[src/rtl/lcd_pkg.sv]
// Shared LCD definitions: function codes, arbiter state encoding and a one-hot helper.
package lcd_pkg;

    localparam logic [3:0] FUNC_INIT      = 4'd0;
    localparam logic [3:0] FUNC_SETCURSOR = 4'd1;
    localparam logic [3:0] FUNC_DATA      = 4'd3;

    localparam int MAX_REQ = 8;

    typedef enum logic [1:0] {
        ST_IDLE  = 2'd0,
        ST_ISSUE = 2'd1,
        ST_WAIT  = 2'd2
    } arb_state_e;

    function automatic logic [MAX_REQ-1:0] idx_to_onehot(input logic [2:0] idx);
        logic [MAX_REQ-1:0] oh;
        oh      = '0;
        oh[idx] = 1'b1;
        return oh;
    endfunction

endpackage

[src/rtl/lcd_rr_picker.sv]
// Combinational round-robin picker: first set request scanning ptr+1, ptr+2, ... modulo NUM_REQ.
module lcd_rr_picker #(
    parameter int NUM_REQ = 2,
    parameter int IDX_W   = (NUM_REQ > 1) ? $clog2(NUM_REQ) : 1
) (
    input  logic [NUM_REQ-1:0] req,
    input  logic [IDX_W-1:0]   ptr,
    output logic [IDX_W-1:0]   idx,
    output logic               valid
);

    // Scan from the requester after ptr; the first hit in scan order wins
    always_comb begin
        idx   = '0;
        valid = 1'b0;
        for (int i = 1; i <= NUM_REQ; i++) begin
            if (!valid && req[(int'(ptr) + i) % NUM_REQ]) begin
                valid = 1'b1;
                idx   = IDX_W'((int'(ptr) + i) % NUM_REQ);
            end else begin
                valid = valid;
            end
        end
    end

endmodule

[src/rtl/lcd_req_arbiter.sv]
// Burst-locked round-robin arbiter in front of the LCD driver.
// Optional WAIT-state abort timer enabled by defining LCD_ARB_TIMEOUT_EN.
module lcd_req_arbiter
    import lcd_pkg::*;
#(
    parameter int NUM_REQ     = 2,
    parameter int SIZE_DATA   = 8,
    parameter int SIZE_FUNC   = 4,
    parameter int TIMEOUT_CYC = 1024
) (
    input  logic                           i_clk,
    input  logic                           i_rst_n,
    input  logic [NUM_REQ-1:0]             i_req,
    input  logic [NUM_REQ-1:0]             i_last,
    input  logic [NUM_REQ*SIZE_FUNC-1:0]   i_func,
    input  logic [NUM_REQ*SIZE_DATA-1:0]   i_data,
    output logic [NUM_REQ-1:0]             o_gnt,
    output logic [NUM_REQ-1:0]             o_ack,
    output logic                           o_lcd_valid,
    output logic [SIZE_FUNC-1:0]           o_lcd_func,
    output logic [SIZE_DATA-1:0]           o_lcd_data,
    input  logic                           i_lcd_ready,
    input  logic                           i_lcd_done,
    output logic                           o_busy,
    output logic                           o_timeout
);

    localparam int IDX_W = $clog2(NUM_REQ);

    if (NUM_REQ < 2 || NUM_REQ > MAX_REQ || TIMEOUT_CYC < 1) begin : g_bad_cfg
        $error("lcd_req_arbiter: unsupported parameter set");
    end

    arb_state_e             state_r;
    logic [IDX_W-1:0]       gidx_r;
    logic [IDX_W-1:0]       ptr_r;
    logic [SIZE_FUNC-1:0]   func_r;
    logic [SIZE_DATA-1:0]   data_r;
    logic                   last_r;
    logic [NUM_REQ-1:0]     gnt_r;
    logic [NUM_REQ-1:0]     ack_r;
    logic                   valid_r;
    logic                   busy_r;
    logic                   timeout_r;
    logic [IDX_W-1:0]       pick_idx_s;
    logic                   pick_valid_s;

`ifdef LCD_ARB_TIMEOUT_EN
    localparam int CNT_W = $clog2(TIMEOUT_CYC + 1);
    logic [CNT_W-1:0]       cnt_r;
`endif

    lcd_rr_picker #(
        .NUM_REQ (NUM_REQ),
        .IDX_W   (IDX_W)
    ) u_picker (
        .req   (i_req),
        .ptr   (ptr_r),
        .idx   (pick_idx_s),
        .valid (pick_valid_s)
    );

    // Arbiter FSM with all outputs registered; the next beat is sampled on the done edge
    always_ff @(posedge i_clk or negedge i_rst_n) begin
        if (!i_rst_n) begin
            state_r   <= ST_IDLE;
            gidx_r    <= '0;
            ptr_r     <= IDX_W'(NUM_REQ - 1);
            func_r    <= SIZE_FUNC'(FUNC_INIT);
            data_r    <= '0;
            last_r    <= 1'b0;
            gnt_r     <= '0;
            ack_r     <= '0;
            valid_r   <= 1'b0;
            busy_r    <= 1'b0;
            timeout_r <= 1'b0;
`ifdef LCD_ARB_TIMEOUT_EN
            cnt_r     <= '0;
`endif
        end else begin
            ack_r     <= '0;
            timeout_r <= 1'b0;
            case (state_r)
                ST_IDLE: begin
                    if (pick_valid_s) begin
                        state_r <= ST_ISSUE;
                        gidx_r  <= pick_idx_s;
                        func_r  <= i_func[pick_idx_s*SIZE_FUNC +: SIZE_FUNC];
                        data_r  <= i_data[pick_idx_s*SIZE_DATA +: SIZE_DATA];
                        last_r  <= i_last[pick_idx_s];
                        gnt_r   <= NUM_REQ'(idx_to_onehot(3'(pick_idx_s)));
                        valid_r <= 1'b1;
                        busy_r  <= 1'b1;
                    end else begin
                        state_r <= ST_IDLE;
                    end
                end
                ST_ISSUE: begin
                    if (i_lcd_ready) begin
                        state_r <= ST_WAIT;
                        valid_r <= 1'b0;
`ifdef LCD_ARB_TIMEOUT_EN
                        cnt_r   <= '0;
`endif
                    end else if (!i_req[gidx_r]) begin
                        // Requester withdrew before the driver took the beat
                        state_r <= ST_IDLE;
                        ptr_r   <= gidx_r;
                        gnt_r   <= '0;
                        valid_r <= 1'b0;
                        busy_r  <= 1'b0;
                    end else begin
                        state_r <= ST_ISSUE;
                    end
                end
                ST_WAIT: begin
                    if (i_lcd_done) begin
                        ack_r <= gnt_r;
                        if (last_r) begin
                            state_r <= ST_IDLE;
                            ptr_r   <= gidx_r;
                            gnt_r   <= '0;
                            busy_r  <= 1'b0;
                        end else begin
                            state_r <= ST_ISSUE;
                            func_r  <= i_func[gidx_r*SIZE_FUNC +: SIZE_FUNC];
                            data_r  <= i_data[gidx_r*SIZE_DATA +: SIZE_DATA];
                            last_r  <= i_last[gidx_r];
                            valid_r <= 1'b1;
                        end
`ifdef LCD_ARB_TIMEOUT_EN
                    end else if (cnt_r == CNT_W'(TIMEOUT_CYC - 1)) begin
                        state_r   <= ST_IDLE;
                        ptr_r     <= gidx_r;
                        gnt_r     <= '0;
                        busy_r    <= 1'b0;
                        timeout_r <= 1'b1;
                    end else begin
                        cnt_r <= cnt_r + CNT_W'(1);
`else
                    end else begin
                        state_r <= ST_WAIT;
`endif
                    end
                end
                default: begin
                    state_r <= ST_IDLE;
                    gnt_r   <= '0;
                    valid_r <= 1'b0;
                    busy_r  <= 1'b0;
                end
            endcase
        end
    end

    assign o_gnt       = gnt_r;
    assign o_ack       = ack_r;
    assign o_lcd_valid = valid_r;
    assign o_lcd_func  = func_r;
    assign o_lcd_data  = data_r;
    assign o_busy      = busy_r;
`ifdef LCD_ARB_TIMEOUT_EN
    assign o_timeout   = timeout_r;
`else
    assign o_timeout   = 1'b0;
`endif

endmodule

[config.mk]
export PLATFORM = sky130hd
export DESIGN_NAME = lcd_req_arbiter
export DESIGN_NICKNAME = d
export VERILOG_FILES = /design/src/rtl/lcd_pkg.sv /design/src/rtl/lcd_rr_picker.sv /design/src/rtl/lcd_req_arbiter.sv
export SDC_FILE = /design/constraint.sdc
export NUM_CORES = 1
export LEC_CHECK = 0
export ABC_AREA = 1
export CORE_MARGIN = 10
export CORE_UTILIZATION = 47
export CTS_BUF_LIST = sky130_fd_sc_hd__clkbuf_4
export DETAILED_ROUTE_END_ITERATION = 8
export GPL_TIMING_DRIVEN = 1
export PLACE_DENSITY = 0.87
export SYNTH_ARGS = -nofsm -noshare
export SYNTH_HDL_FRONTEND = slang
export SYNTH_HIERARCHICAL = 1
export SYNTH_SLANG_ARGS = --single-unit
[constraint.sdc]
create_clock -name i_clk -period 2.9 [get_ports i_clk]
set_clock_uncertainty 0.05 [all_clocks]
set_input_delay 0.435 -clock i_clk [delete_from_list [all_inputs] [get_ports i_clk]]
set_output_delay 0.435 -clock i_clk [all_outputs]
set_load 0.005 [all_outputs]
== Word level (Yosys, flattened, before mapping) ==
Index checks and enable logic that the tools add are counted.
Cells by class
  reductions and logical operators: 12
  magnitude comparators: 6
  bitwise gates (word level): 2
  mux-type cells: 59
  equal/unequal tests: 9
  add/subtract/negate cells: 2
  shifts and indexed selects: 4
Operator list (count)
  two-way mux 1 bit: 35
  indexed part select 16 x 5 -> 8 bit: 2
  two-way mux 8 bit: 3
  two-way mux 2 bit: 9
  one-hot mux 8 bit (2 select lines): 1
  indexed part select 8 x 4 -> 4 bit: 2
  two-way mux 4 bit: 3
  != test 2 bit, second input constant: 6
  one-hot mux 2 bit (3 select lines): 2
  AND reduction 5 bit: 2
  one-hot mux 4 bit (2 select lines): 1
  AND reduction 4 bit: 2
  < comparator 2 x 3 -> 1 bit, second input constant: 2
  one-hot mux 1 bit (3 select lines): 2
  < comparator 1 x 2 -> 1 bit, second input constant: 2
  < comparator 1 x 4 -> 1 bit, second input constant: 1
  one-hot mux 1 bit (2 select lines): 2
  nonzero test 2 bit: 2
  != test 3 bit, second input constant: 1
  AND reduction 3 bit: 1
  adder 1 bit, second input constant: 2
  bitwise AND 1 bit, first input constant: 2
  == test 2 x 1 -> 1 bit, second input constant: 1
  == test 2 bit, second input constant: 1
  other kinds (6): 7
Storage, ports and cells
  word-level logic and storage cells: 104
  output and inout port bits: 19
  register bits: 23
  bits of input ports: 32

== Logic depth before layout (Yosys ltp) ==
Gate-level depths: netlist (run 1).
  depth after elaboration: 15
  gate-level depth with buffers: 9
  gate-level depth less buffers: 8

== Cells and area by module ==
The synthesis (run 1) kept the hierarchy.
By module, submodules not included
  lcd_req_arbiter: area each 1223.7 um^2, seq. area each 576.8 um^2, instances 1, cells each 172
  lcd_rr_picker: area each 15.0 um^2, seq. area each 0.0 um^2, instances 1, cells each 3

== Worst setup path after synthesis (run 1) ==
OpenSTA, ideal clock, no wires.
  path type: input port to flip-flop
  start: input i_req[1]
  end: register data_r[0] (netlist: o_lcd_data[0])
  arrival time: 1.213 ns
  cell stages on the path: 8
  data required time: 2.734 ns
  path slack: 1.521 ns
  buffers on the path: 1
  setup time: 0.116 ns
  cells stage by stage: inv_1 > a21oi_1 > nand2_2 > buf_2 > nand3_1 > nand2_1 > nand2_1 > nand2_1
Between the ends
  word-level cells in the longest chain between the ends: 10
  elaborated cells between the ends (all ways): 17
  classes of those cells: 1 x eq/ne; 1 x shift; 12 x mux; 3 x reduce/logical
Ends and longest elaborated chain
  start, declared: RTL line lcd_req_arbiter.sv:13  | input logic [NUM_REQ-1:0] i_req,
  two-way mux 1 bit (implied by the code) (3 in a row): RTL line lcd_rr_picker.sv:17  | if (!valid && req[(int'(ptr) + i) % NUM_REQ]) begin
  two-way mux 1 bit: RTL line lcd_rr_picker.sv:17
  zero test 1 bit: RTL line lcd_rr_picker.sv:17
  logical AND 1 bit: RTL line lcd_rr_picker.sv:17
  two-way mux 1 bit (*): RTL line lcd_rr_picker.sv:17
  named net pick_idx_s: RTL line lcd_req_arbiter.sv:45  | logic [IDX_W-1:0] pick_idx_s;
  indexed part select 16 x 5 -> 8 bit (*): RTL line lcd_req_arbiter.sv:89  | data_r <= i_data[pick_idx_s*SIZE_DATA +: SIZE_DATA];
  two-way mux 8 bit (*): RTL line lcd_req_arbiter.sv:85  | if (pick_valid_s) begin
  one-hot mux 8 bit (2 select lines) (*): RTL line lcd_req_arbiter.sv:83  | case (state_r)
  end signal, assigned: RTL line lcd_req_arbiter.sv:89
  end signal, assigned: RTL line lcd_req_arbiter.sv:127  | data_r <= i_data[gidx_r*SIZE_DATA +: SIZE_DATA];
  end, declared: RTL line lcd_req_arbiter.sv:38  | logic [SIZE_DATA-1:0] data_r;
The timed path passes the listed nets; every way through them passes the cells marked *. The select of a mux whose other input is x is not followed.
A chain may end at the register's enable or synchronous reset.

== Final worst setup path (run 1) ==
  start: input i_req[1]
  end: register func_r[2] (netlist: o_lcd_func[2])
Between the ends
  word-level cells in the longest chain between the ends: 10
  elaborated cells between the ends (all ways): 17
  classes of those cells: 1 x eq/ne; 1 x shift; 12 x mux; 3 x reduce/logical
Ends and longest elaborated chain
  two-way mux 1 bit (implied by the code) (3 in a row): RTL line lcd_rr_picker.sv:17
  two-way mux 1 bit: RTL line lcd_rr_picker.sv:17
  zero test 1 bit: RTL line lcd_rr_picker.sv:17
  logical AND 1 bit: RTL line lcd_rr_picker.sv:17
  two-way mux 1 bit (*): RTL line lcd_rr_picker.sv:17
  named net pick_idx_s: RTL line lcd_req_arbiter.sv:45
  indexed part select 8 x 4 -> 4 bit (*): RTL line lcd_req_arbiter.sv:88  | func_r <= i_func[pick_idx_s*SIZE_FUNC +: SIZE_FUNC];
  two-way mux 4 bit (*): RTL line lcd_req_arbiter.sv:85
  one-hot mux 4 bit (2 select lines) (*): RTL line lcd_req_arbiter.sv:83
  end signal, assigned: RTL line lcd_req_arbiter.sv:69  | func_r <= SIZE_FUNC'(FUNC_INIT);
  end signal, assigned: RTL line lcd_req_arbiter.sv:88
  end signal, assigned: RTL line lcd_req_arbiter.sv:126  | func_r <= i_func[gidx_r*SIZE_FUNC +: SIZE_FUNC];
  end, declared: RTL line lcd_req_arbiter.sv:37  | logic [SIZE_FUNC-1:0] func_r;
Marks and branches as above.

==> summary.txt, run 1 <==
Place
  – Placed instance area: 1730 um^2
  – Final GP Congestion: 0.915
  – Estimated wirelength of the detail-placed design: 2.92 mm
  – Worst slack at placement: 0.676 ns
  – Number of input and output port buffers inserted: 49

Setup path
  – Endpoint required time on the critical path: 3.10 ns
  – Endpoint of the lowest-slack register-to-register path: o_lcd_func[2]
  – Worst Path Max Fanout: 13
  – Data arrival time of the critical path: 2.13 ns
  – Critical path start-end classification: input port to flip-flop
  – Launch point of the worst path: i_req[1]
  – Launching point of the worst reg2reg path: state_r[0]
  – Launching element type of the critical path: input port
  – Setup slack, reg-to-reg: 1.22 ns
  – CP Capture Type: flip-flop
  – End point of the critical path: o_lcd_func[2]
  – Count of cells along the worst register-to-register path: 7

Final layout
  – Count of filler cells inserted in the layout: 203
  – Synth-to-layout area growth: 41.8%
  – Final antenna diode count: 0
  – Nets@finish: 256
  – Fraction of final layout cells sized beyond drive strength 1: 0.0762
  – Footprint of the multi-input gates: 569 um^2
  – Area taken by flip-flops and latches: 577 um^2
  – Post-route standard cell area excluding fillers: 1760 um^2

Synth
  – Post-synth top area cell: sky130_fd_sc_hd__dfrtp_1
  – Synth unique cells: 19
  – Yosys top cell area share: 0.444
  – Most used standard cell by instance count after synthesis: sky130_fd_sc_hd__nand2_1
  – Ys flop type: sky130_fd_sc_hd__dfrtp_1
  – Number of synthesized register bits: 23
  – Most numerous cell types in the synthesized netlist: 88 x sky130_fd_sc_hd__nand2_1, 22 x sky130_fd_sc_hd__dfrtp_1, 20 x sky130_fd_sc_hd__nand3_1
  – Mapped Area: 1240 um^2
  – Syn Nets: 207
  – Yosys warning count: 6
  – Cells taking the most area after synthesis: sky130_fd_sc_hd__dfrtp_1 44%, sky130_fd_sc_hd__nand2_1 27%, sky130_fd_sc_hd__nand3_1 8.1%, sky130_fd_sc_hd__inv_1 2.7%, sky130_fd_sc_hd__nand2_2 2.5%
  – Proportion of synthesized chip area in sequential cells: 0.466
  – Syn Area/Cell: 7.08 um^2
  – Post-synthesis async set-or-reset flop share: 1.00
  – Post-Synthesis Cells: 175
  – Post-synth EDFFs: 0

Clock network
  – Clock insertion delay at the later pin of the skew report: 0.32 ns
  – Maximum clock insertion buffer count: 2
  – Cell chosen for the clock root: sky130_fd_sc_hd__clkbuf_4
  – Number of levels the H-tree was split into: 1
  – # Post-CTS Setup Buffers: 0
  – Number of buffers added to fix hold violations after cts: 0
  – Number of sinks handled by clock tree synthesis: 23
  – Total of cells resized after clock tree synthesis: 0
  – CTS Buf Count: 3
  – Clock transition at the registers of the reported paths: 0.14 ns
  – TritonCTS clock tree: yes

Power
  – Switching fraction of total power: 0.418
  – Peak VDD IR: 0.598 mV
  – Proportion of power drawn by flip-flops and latches: 0.370
  – Combinational group share of total power: 0.522
  – Power per cell area: 865 nW/um^2
  – Cell internal pwr: 884 uW
  – Total Power: 1.52 mW
  – Clk pwr share: 0.107
  – Net switching power figure: 635 uW
  – Leak Pwr: 0.916 nW

STA
  – Worst Hold Margin: 0.393 ns
  – Number of slew-limit violations in the final report: 0
  – Time the worst path needs with I/O delays and setup: 1.93 ns
  – # setup viols final: 0
  – Hold violation count in the final report: 0
  – Worst Setup Slack, final: 0.970 ns
  – Setup TNS: 0 ns
  – Period Utilization, post-route: 0.666
  – Setup repair after global routing missed its margin: no
  – Max Clock Freq: 0.518 GHz

Min path
  – Hold WC Path Type: input port to async pin

Route
  – Vias: 1,283
  – Number of detailed-routing iterations run before antenna repair: 4
  – Post-route DRC violation count: 0
  – Ratio of routed vias to standard cells: 5.07
  – Number of design-rule violations left by the first detailed-router iteration: 118
  – Detailed-route wire length per cell: 14.5 um
  – DRT Wirelength: 3.67 mm
  – Post-DRT Antenna Nets: 0

Die
  – Die X-Extent: 71.3 um
  – Starting density of the core: 0.495
  – Total Die Area: 5090 um^2
  – Row count: 18
  – Die height: 71.3 um
  – Count of pins on the block boundary: 51
  – Area inside the core boundary: 2500 um^2

Global routing
  – Largest net degree at the start of global routing: 24
  – First-pass GRT wire length: 6.13 mm
  – GR Overflow Total: 0
  – Number of antenna violations at the first check in global routing: 0
  – Number of global-route vias before repair: 1,254
  – GRT Resource Usage Total: 0.143

Job
  – Max Cap Viol: 0

Run status
  – Status: finished, final reports clean
## cells by family after synthesis
group | Yosys count | synth area share
AO/OA/AOI/OAI | 6 | 0.0293
buffers and inverters | 18 | 0.0747
flip-flops | 23 | 0.466
other | 1 | 0.00303
AND/OR/NAND/NOR | 127 | 0.427
## through the flow
step	util	std cells
global placement	0.691	249
floorplan	-	175
CTS	0.703	253
global route	0.703	253
detailed placement	0.691	249
finish	0.703	253
## power groups by stage
| stage | sequential, mW | clock [mW] | combinational (mW) |
|---|---|---|---|
| 2_1_floorplan | 0.559 | 0 | 0.475 |
| 3_3_place_gp | 0.558 | 0 | 0.771 |
| 3_5_place_dp | 0.566 | 0 | 0.796 |
| 4_1_cts | 0.560 | 0.167 | 0.802 |
| 5_1_grt | 0.581 | 0.182 | 0.904 |
| 6_report | 0.562 | 0.163 | 0.794 |
## per-layer routing
layer / global-route usage / vias to the layer above / part of all wire
met3: 0.0427 / 4 / 0.065
met2: 0.237 / 37 / 0.49
met5: 0 / - / 0
li1: - / 640 / -
met1: 0.173 / 602 / 0.44
met4: 0.0452 / 0 / 0.0098
## worst max-delay path: stages
cell and delay [ns]:
sky130_fd_sc_hd__clkdlybuf4s50_1 0.49, sky130_fd_sc_hd__inv_1 0.04, sky130_fd_sc_hd__a21oi_1 0.36, sky130_fd_sc_hd__nand2_2 0.26, sky130_fd_sc_hd__nand2_2 0.25, sky130_fd_sc_hd__nand2_1 0.08
sky130_fd_sc_hd__nand2_1 0.06, sky130_fd_sc_hd__nand2_1 0.06, sky130_fd_sc_hd__nand2_1 0.08
## final cells by class
| type | count | share of cell area |
|---|---|---|
| tap | 30 | 0.0214 |
| sequential | 23 | 0.328 |
| clock buffer | 4 | 0.0171 |
| inverter | 12 | 0.0256 |
| multi-input combinational | 134 | 0.324 |
| timing repair buffer | 50 | 0.283 |
## worst min path at each step
stage                             start       endpoint
final                           i_rst_n         o_busy
after global routing            i_rst_n         o_busy
after CTS                       i_rst_n         o_busy
after detailed placement  o_lcd_data[7]  o_lcd_data[7]
after global placement      o_lcd_valid    o_lcd_valid
after floorplan                 i_rst_n         gidx_r
## flip-flops by register name, indices dropped and copies added (netlist names)
name	cells
gidx_r	1
last_r	1
o_ack	2
o_busy	1
o_gnt	2
o_lcd_data	8
o_lcd_func	4
o_lcd_valid	1
ptr_r	1
state_r	2
## cell usage in the layout, fill, tap and decap left out
cell	n
sky130_fd_sc_hd__a21oi_1	1
sky130_fd_sc_hd__buf_4	1
sky130_fd_sc_hd__clkbuf_4	4
sky130_fd_sc_hd__clkdlybuf4s50_1	49
sky130_fd_sc_hd__conb_1	1
sky130_fd_sc_hd__dfrtp_1	22
sky130_fd_sc_hd__dfstp_2	1
sky130_fd_sc_hd__inv_1	9
sky130_fd_sc_hd__inv_2	3
sky130_fd_sc_hd__nand2_1	88
sky130_fd_sc_hd__nand2_2	5
sky130_fd_sc_hd__nand3_1	20
sky130_fd_sc_hd__nand4_1	3
sky130_fd_sc_hd__nor2_1	8
sky130_fd_sc_hd__nor2_2	2
sky130_fd_sc_hd__o211ai_1	1
sky130_fd_sc_hd__o21ai_0	3
sky130_fd_sc_hd__o21ai_2	1
sky130_fd_sc_hd__or2_1	1
(Power assumes the default switching activity.)
==> run 2: changes to the inputs <==
Settings changed: CORE_UTILIZATION 47 to 40, PLACE_DENSITY 0.87 to 0.78.
Clock period 2.9 ns to 1.6 ns, I/O delays scaled along.
==> run 2 against run 1 <==
  * Wire length is 7.3% lower
  * Design area rose by 5.5%
  * Non-clock buffer count increased by 10
  * Worst setup slack worse by 0.87 ns
  * Core utilization shrank 8.6 points
  * Register-to-register slack got worse by 1.0 ns
  * Die area increased by 12%
  * Total power grew 88%
  * Final cell count rose by 5.1%
  * Sequential share of layout area is 1.7 points lower
  * Flip-flop and latch count unchanged
  * Via count decreased by 1.0%
  * Critical endpoint is now o_lcd_data[2]
  * Largest power group unchanged
==> summary.txt, run 2 (synthesis gave the netlist of run 1 again) <==
Power
  – Total Power: 2.86 mW
  – Leak Pwr: 0.967 nW
  – Power per cell area: 1540 nW/um^2
  – Peak VDD IR: 0.625 mV

Route
  – Detailed-route wire length per cell: 12.8 um
  – Post-DRT Antenna Nets: 0
  – Vias: 1,270
  – DRT Wirelength: 3.40 mm
  – Number of design-rule violations left by the first detailed-router iteration: 54
  – Ratio of routed vias to standard cells: 4.77
  – Post-route DRC violation count: 0
  – Number of detailed-routing iterations run before antenna repair: 4

Place
  – Number of input and output port buffers inserted: 49
  – Placed instance area: 1820 um^2
  – Cell Count Post-Placement: 262
  – Final GP Congestion: 0.857
  – Estimated wirelength of the detail-placed design: 2.63 mm

Clock network
  – Number of levels the H-tree was split into: 1
  – # Post-CTS Setup Buffers: 0
  – TritonCTS clock tree: yes
  – Maximum clock insertion buffer count: 2
  – Total of cells resized after clock tree synthesis: 0
  – Number of buffers added to fix hold violations after cts: 0
  – Number of sinks handled by clock tree synthesis: 23
  – CTS Buf Count: 3
  – Clock insertion delay at the later pin of the skew report: 0.31 ns
  – Clock transition at the registers of the reported paths: 0.13 ns
  – Cell chosen for the clock root: sky130_fd_sc_hd__clkbuf_4

Setup path
  – CP Capture Type: output port
  – Data arrival time of the critical path: 1.21 ns
  – Worst Path Max Fanout: 2
  – Worst path slowest cell: sky130_fd_sc_hd__clkdlybuf4s50_1
  – Endpoint required time on the critical path: 1.31 ns
  – Critical-path cell list: clkdlybuf4s50_1
  – Total buffers and inverters traversed by the critical path: 1
  – Count of cells along the worst register-to-register path: 8
  – CP Depth: 1
  – Setup slack, reg-to-reg: 0.19 ns
  – End point of the critical path: o_lcd_data[2]
  – Cell family with the largest share of critical-path delay: buffers and inverters
  – Launch point of the worst path: o_lcd_data[2]
  – Launching element type of the critical path: flip-flop
  – Largest stage delay, worst path: 0.52 ns
  – Critical path start-end classification: flip-flop to output port
  – Launching point of the worst reg2reg path: state_r[0]
  – Endpoint of the lowest-slack register-to-register path: o_lcd_data[0]

Final layout
  – Core Util, Final: 0.617
  – Synth-to-layout area growth: 49.6%
  – Top library cells by usage in the layout, fill and taps aside: 88 x sky130_fd_sc_hd__nand2_1, 49 x sky130_fd_sc_hd__clkdlybuf4s50_1, 22 x sky130_fd_sc_hd__dfrtp_1
  – Count of filler cells inserted in the layout: 281
  – Number of flip-flops in the largest register: 8
  – Nets@finish: 266
  – Post-route standard cell area excluding fillers: 1850 um^2
  – Most common cell after layout, fill and taps aside: sky130_fd_sc_hd__nand2_1
  – Fraction of final layout cells sized beyond drive strength 1: 0.116
  – Final antenna diode count: 0
  – Non-filler instance count after layout: 266

STA
  – Time the worst path needs with I/O delays and setup: 1.50 ns
  – Setup repair after global routing missed its margin: no
  – Period Utilization, post-route: 0.939
  – Worst Hold Margin: 0.208 ns
  – Max Clock Freq: 0.666 GHz
  – # setup viols final: 0
  – Number of slew-limit violations in the final report: 0
  – Hold violation count in the final report: 0

Die
  – Starting density of the core: 0.413
  – Total Die Area: 5720 um^2
  – Count of pins on the block boundary: 51
  – Area inside the core boundary: 3000 um^2
  – Die height: 75.7 um
  – Die X-Extent: 75.7 um
  – Row count: 20

Global routing
  – GRT Resource Usage Total: 0.126
  – First-pass GRT wire length: 5.70 mm
  – Number of global-route vias before repair: 1,202
  – GR Overflow Total: 0
  – Largest net degree at the start of global routing: 24
  – Number of antenna violations at the first check in global routing: 0

Job
  – Max Cap Viol: 0

Min path
  – Hold WC Path Type: input port to async pin

Run status
  – Status: finished, final reports clean
==> run 2: cell count changes in the layout (fill, tap and decap cells not counted) <==
| cell | delta |
|---|---|
| sky130_fd_sc_hd__buf_12 | +1 |
| sky130_fd_sc_hd__buf_4 | +9 |
| sky130_fd_sc_hd__clkbuf_4 | -1 |
| sky130_fd_sc_hd__clkinv_2 | +1 |
| sky130_fd_sc_hd__o21ai_2 | -1 |
| sky130_fd_sc_hd__o21ai_4 | +1 |
==> run 2: worst min path at each step <==
stage,end,cells past startpoint
final,o_busy,2
after global routing,o_lcd_data[7],2
after CTS,last_r,2
after detailed placement,o_lcd_data[1],2
after global placement,o_busy,2
after floorplan,gidx_r,0
==> run 2: routing by layer <==
metal,vias to the layer above,global-route usage,wire [um]
li1,658,-,-
met1,559,0.167,1530
met2,47,0.193,1530
met3,6,0.0352,300
met4,0,0.0433,41
met5,-,0,0
==> run 2: area by class of cell <==
type                    count  area, um^2  share of cell area
repair buffers             60         586               0.316
flip-flops and latches     23         577               0.311
multi-input cells         134         577               0.311
inverters                  12        45.0              0.0243
well taps                  33        41.3              0.0223
clock buffers               3        22.5              0.0122
clock inverters             1        5.00             0.00270
==> run 2: per-stage QoR <==
stage,setup slack [ns],setup TNS (ns)
after floorplan,0.305,0
after global placement,-0.0859,-0.957
after detailed placement,-0.0987,-1.15
after CTS,0.0726,0
after global routing,0.00765,0
final,0.0983,0
==> run 2: report_power, final <==
part / internal [mW] / leakage (nW) / switching [mW]
Combinational: 0.762 / 0.659 / 0.806
Clock: 0.0934 / 0.0177 / 0.181
Sequential: 0.833 / 0.291 / 0.184
Total: 1.69 / 0.967 / 1.17
==> run 3: changes to the inputs <==
==> constraint.sdc (replaced) <==
create_clock -name i_clk -period 1.6 [get_ports i_clk]
set_clock_uncertainty 0.05 [all_clocks]
set_input_delay 0.48 -clock i_clk [delete_from_list [all_inputs] [get_ports i_clk]]
set_output_delay 0.48 -clock i_clk [all_outputs]
set_load 0.005 [all_outputs]
==> run 3 against run 2 <==
  * Fmax is 3.5% lower
  * Non-clock buffer count is 11 higher
  * Flip-flop and latch count stayed put
  * Final cell count is 4.5% higher
  * Highest routed layer unchanged
  * Largest cell class unchanged
  * Worst hold slack better by 0.12 ns
  * Critical endpoint is now o_lcd_valid
==> summary.txt, run 3 (synthesis gave the netlist of run 1 again) <==
Final layout
  – Final antenna diode count: 0
  – Synth-to-layout area growth: 58.5%
  – Number of flip-flops in the largest register: 8
  – Most common cell after layout, fill and taps aside: sky130_fd_sc_hd__nand2_1
  – Area taken by flip-flops and latches: 577 um^2
  – Fraction of final layout cells sized beyond drive strength 1: 0.180
  – Non-filler instance count after layout: 278
  – Top library cells by usage in the layout, fill and taps aside: 88 x sky130_fd_sc_hd__nand2_1, 29 x sky130_fd_sc_hd__clkdlybuf4s50_1, 22 x sky130_fd_sc_hd__dfrtp_1
  – Footprint of the multi-input gates: 619 um^2
  – Nets@finish: 278
  – Count of filler cells inserted in the layout: 284

Die
  – Total Die Area: 5720 um^2
  – Count of pins on the block boundary: 51
  – Row count: 20
  – Die X-Extent: 75.7 um
  – Die height: 75.7 um
  – Starting density of the core: 0.413
  – Area inside the core boundary: 3000 um^2

Setup path
  – Worst Path Max Fanout: 3
  – Endpoint of the lowest-slack register-to-register path: state_r[0]
  – Endpoint required time on the critical path: 1.77 ns
  – Launching element type of the critical path: input port
  – Data arrival time of the critical path: 1.72 ns
  – Launching point of the worst reg2reg path: state_r[0]
  – Count of cells along the worst register-to-register path: 7
  – Critical path start-end classification: input port to flip-flop
  – CP Capture Type: flip-flop
  – Setup slack, reg-to-reg: 0.09 ns

STA
  – Number of slew-limit violations in the final report: 0
  – Time the worst path needs with I/O delays and setup: 1.56 ns
  – Max Clock Freq: 0.643 GHz
  – Period Utilization, post-route: 0.972
  – # setup viols final: 0
  – Hold violation count in the final report: 0

Route
  – DRT Wirelength: 3.69 mm
  – Routed length on met1: 1.63 mm
  – DR top layer: met4
  – Post-DRT Antenna Nets: 0
  – Vias: 1,337
  – Met2 wirelength from detailed routing: 1.74 mm
  – Number of design-rule violations left by the first detailed-router iteration: 33
  – Ratio of routed vias to standard cells: 4.81
  – Routed met3 length: 255 um
  – Detailed-route wire length per cell: 13.3 um
  – Number of detailed-routing iterations run before antenna repair: 4
  – Post-route DRC violation count: 0

Global routing
  – Number of antenna violations at the first check in global routing: 0
  – GR Overflow Total: 0
  – First-pass GRT wire length: 5.86 mm
  – GRT Resource Usage Total: 0.131
  – Number of global-route vias before repair: 1,279
  – Largest net degree at the start of global routing: 15

Power
  – Peak VDD IR: 0.845 mV
  – Leak Pwr: 1.11 nW
  – Power per cell area: 1530 nW/um^2
  – Total Power: 3.01 mW

Clock network
  – Number of sinks handled by clock tree synthesis: 23
  – Maximum clock insertion buffer count: 2
  – Clock insertion delay at the later pin of the skew report: 0.31 ns
  – CTS Buf Count: 3
  – Clock transition at the registers of the reported paths: 0.12 ns
  – Cell chosen for the clock root: sky130_fd_sc_hd__clkbuf_4
  – Number of levels the H-tree was split into: 1
  – TritonCTS clock tree: yes

Job
  – Max Cap Viol: 0

Place
  – Estimated wirelength of the detail-placed design: 2.79 mm
  – Final GP Congestion: 0.837
  – Cell Count Post-Placement: 264
  – Number of input and output port buffers inserted: 49

Run status
  – Status: finished, final reports clean

Min path
  – Hold WC Path Type: input port to async pin
## run 3: worst max-delay path by stage
| stage | startpoint | end | slack, ns | cells past startpoint |
|---|---|---|---|---|
| after floorplan | i_req[1] | o_lcd_data[0] | 0.18 | 8 |
| after global placement | i_req[1] | o_lcd_func[1] | -0.33 | 9 |
| after detailed placement | i_req[1] | o_lcd_func[3] | -0.38 | 9 |
| after CTS | i_req[1] | o_lcd_func[3] | 0.01 | 9 |
| after global routing | i_lcd_done | o_lcd_data[6] | -0.03 | 8 |
| final | i_lcd_done | o_lcd_valid | 0.04 | 9 |
## run 3: timing repair
action | 4_1_cts | 5_1_grt
hold buffers | 0 | 0
gates resized for setup | 19 | 11
setup buffers | 8 | 1
pin swaps | 0 | 2
setup endpoints to repair | 30 | 17
gates cloned | 0 | 1
## run 3: per-layer routing
metal | track usage | vias up
li1 | - | 685
met1 | 0.171 | 618
met2 | 0.202 | 30
met3 | 0.0273 | 4
met4 | 0.0619 | 0
met5 | 0 | -
## run 3: area by class of cell
class | count | area share
inverter | 12 | 0.0229
multi-input combinational | 135 | 0.315
timing repair buffer | 71 | 0.331
tap | 33 | 0.0210
clock buffer | 4 | 0.0153
sequential | 23 | 0.294
## run 3: stage by stage
stage | setup WS (ns) | setup TNS (ns) | hold WS [ns] | utilization | cell area, um^2
after floorplan | 0.176 | 0 | 0.134 | - | 1240
after global placement | -0.333 | -5.58 | 0.404 | 0.610 | 1830
after detailed placement | -0.381 | -6.02 | 0.411 | 0.610 | 1830
after CTS | 0.0111 | 0 | 0.320 | 0.635 | 1910
after global routing | -0.0340 | -0.146 | 0.321 | 0.654 | 1960
final | 0.0445 | 0 | 0.329 | 0.654 | 1960
## run 3: report_power, final
group / total, mW / internal (mW) / switching (mW)
registers: 1.01 / 0.833 / 0.174
logic: 1.72 / 0.802 / 0.917
clock network: 0.287 / 0.115 / 0.173
## run 3: critical path, stage by stage
cell	delay, ns
sky130_fd_sc_hd__clkdlybuf4s50_1	0.52
sky130_fd_sc_hd__inv_1	0.07
sky130_fd_sc_hd__nor2_1	0.11
sky130_fd_sc_hd__nor2_1	0.08
sky130_fd_sc_hd__nor2_4	0.19
sky130_fd_sc_hd__buf_4	0.13
sky130_fd_sc_hd__nand2_1	0.04
sky130_fd_sc_hd__nand2_1	0.05
sky130_fd_sc_hd__nand2_1	0.05
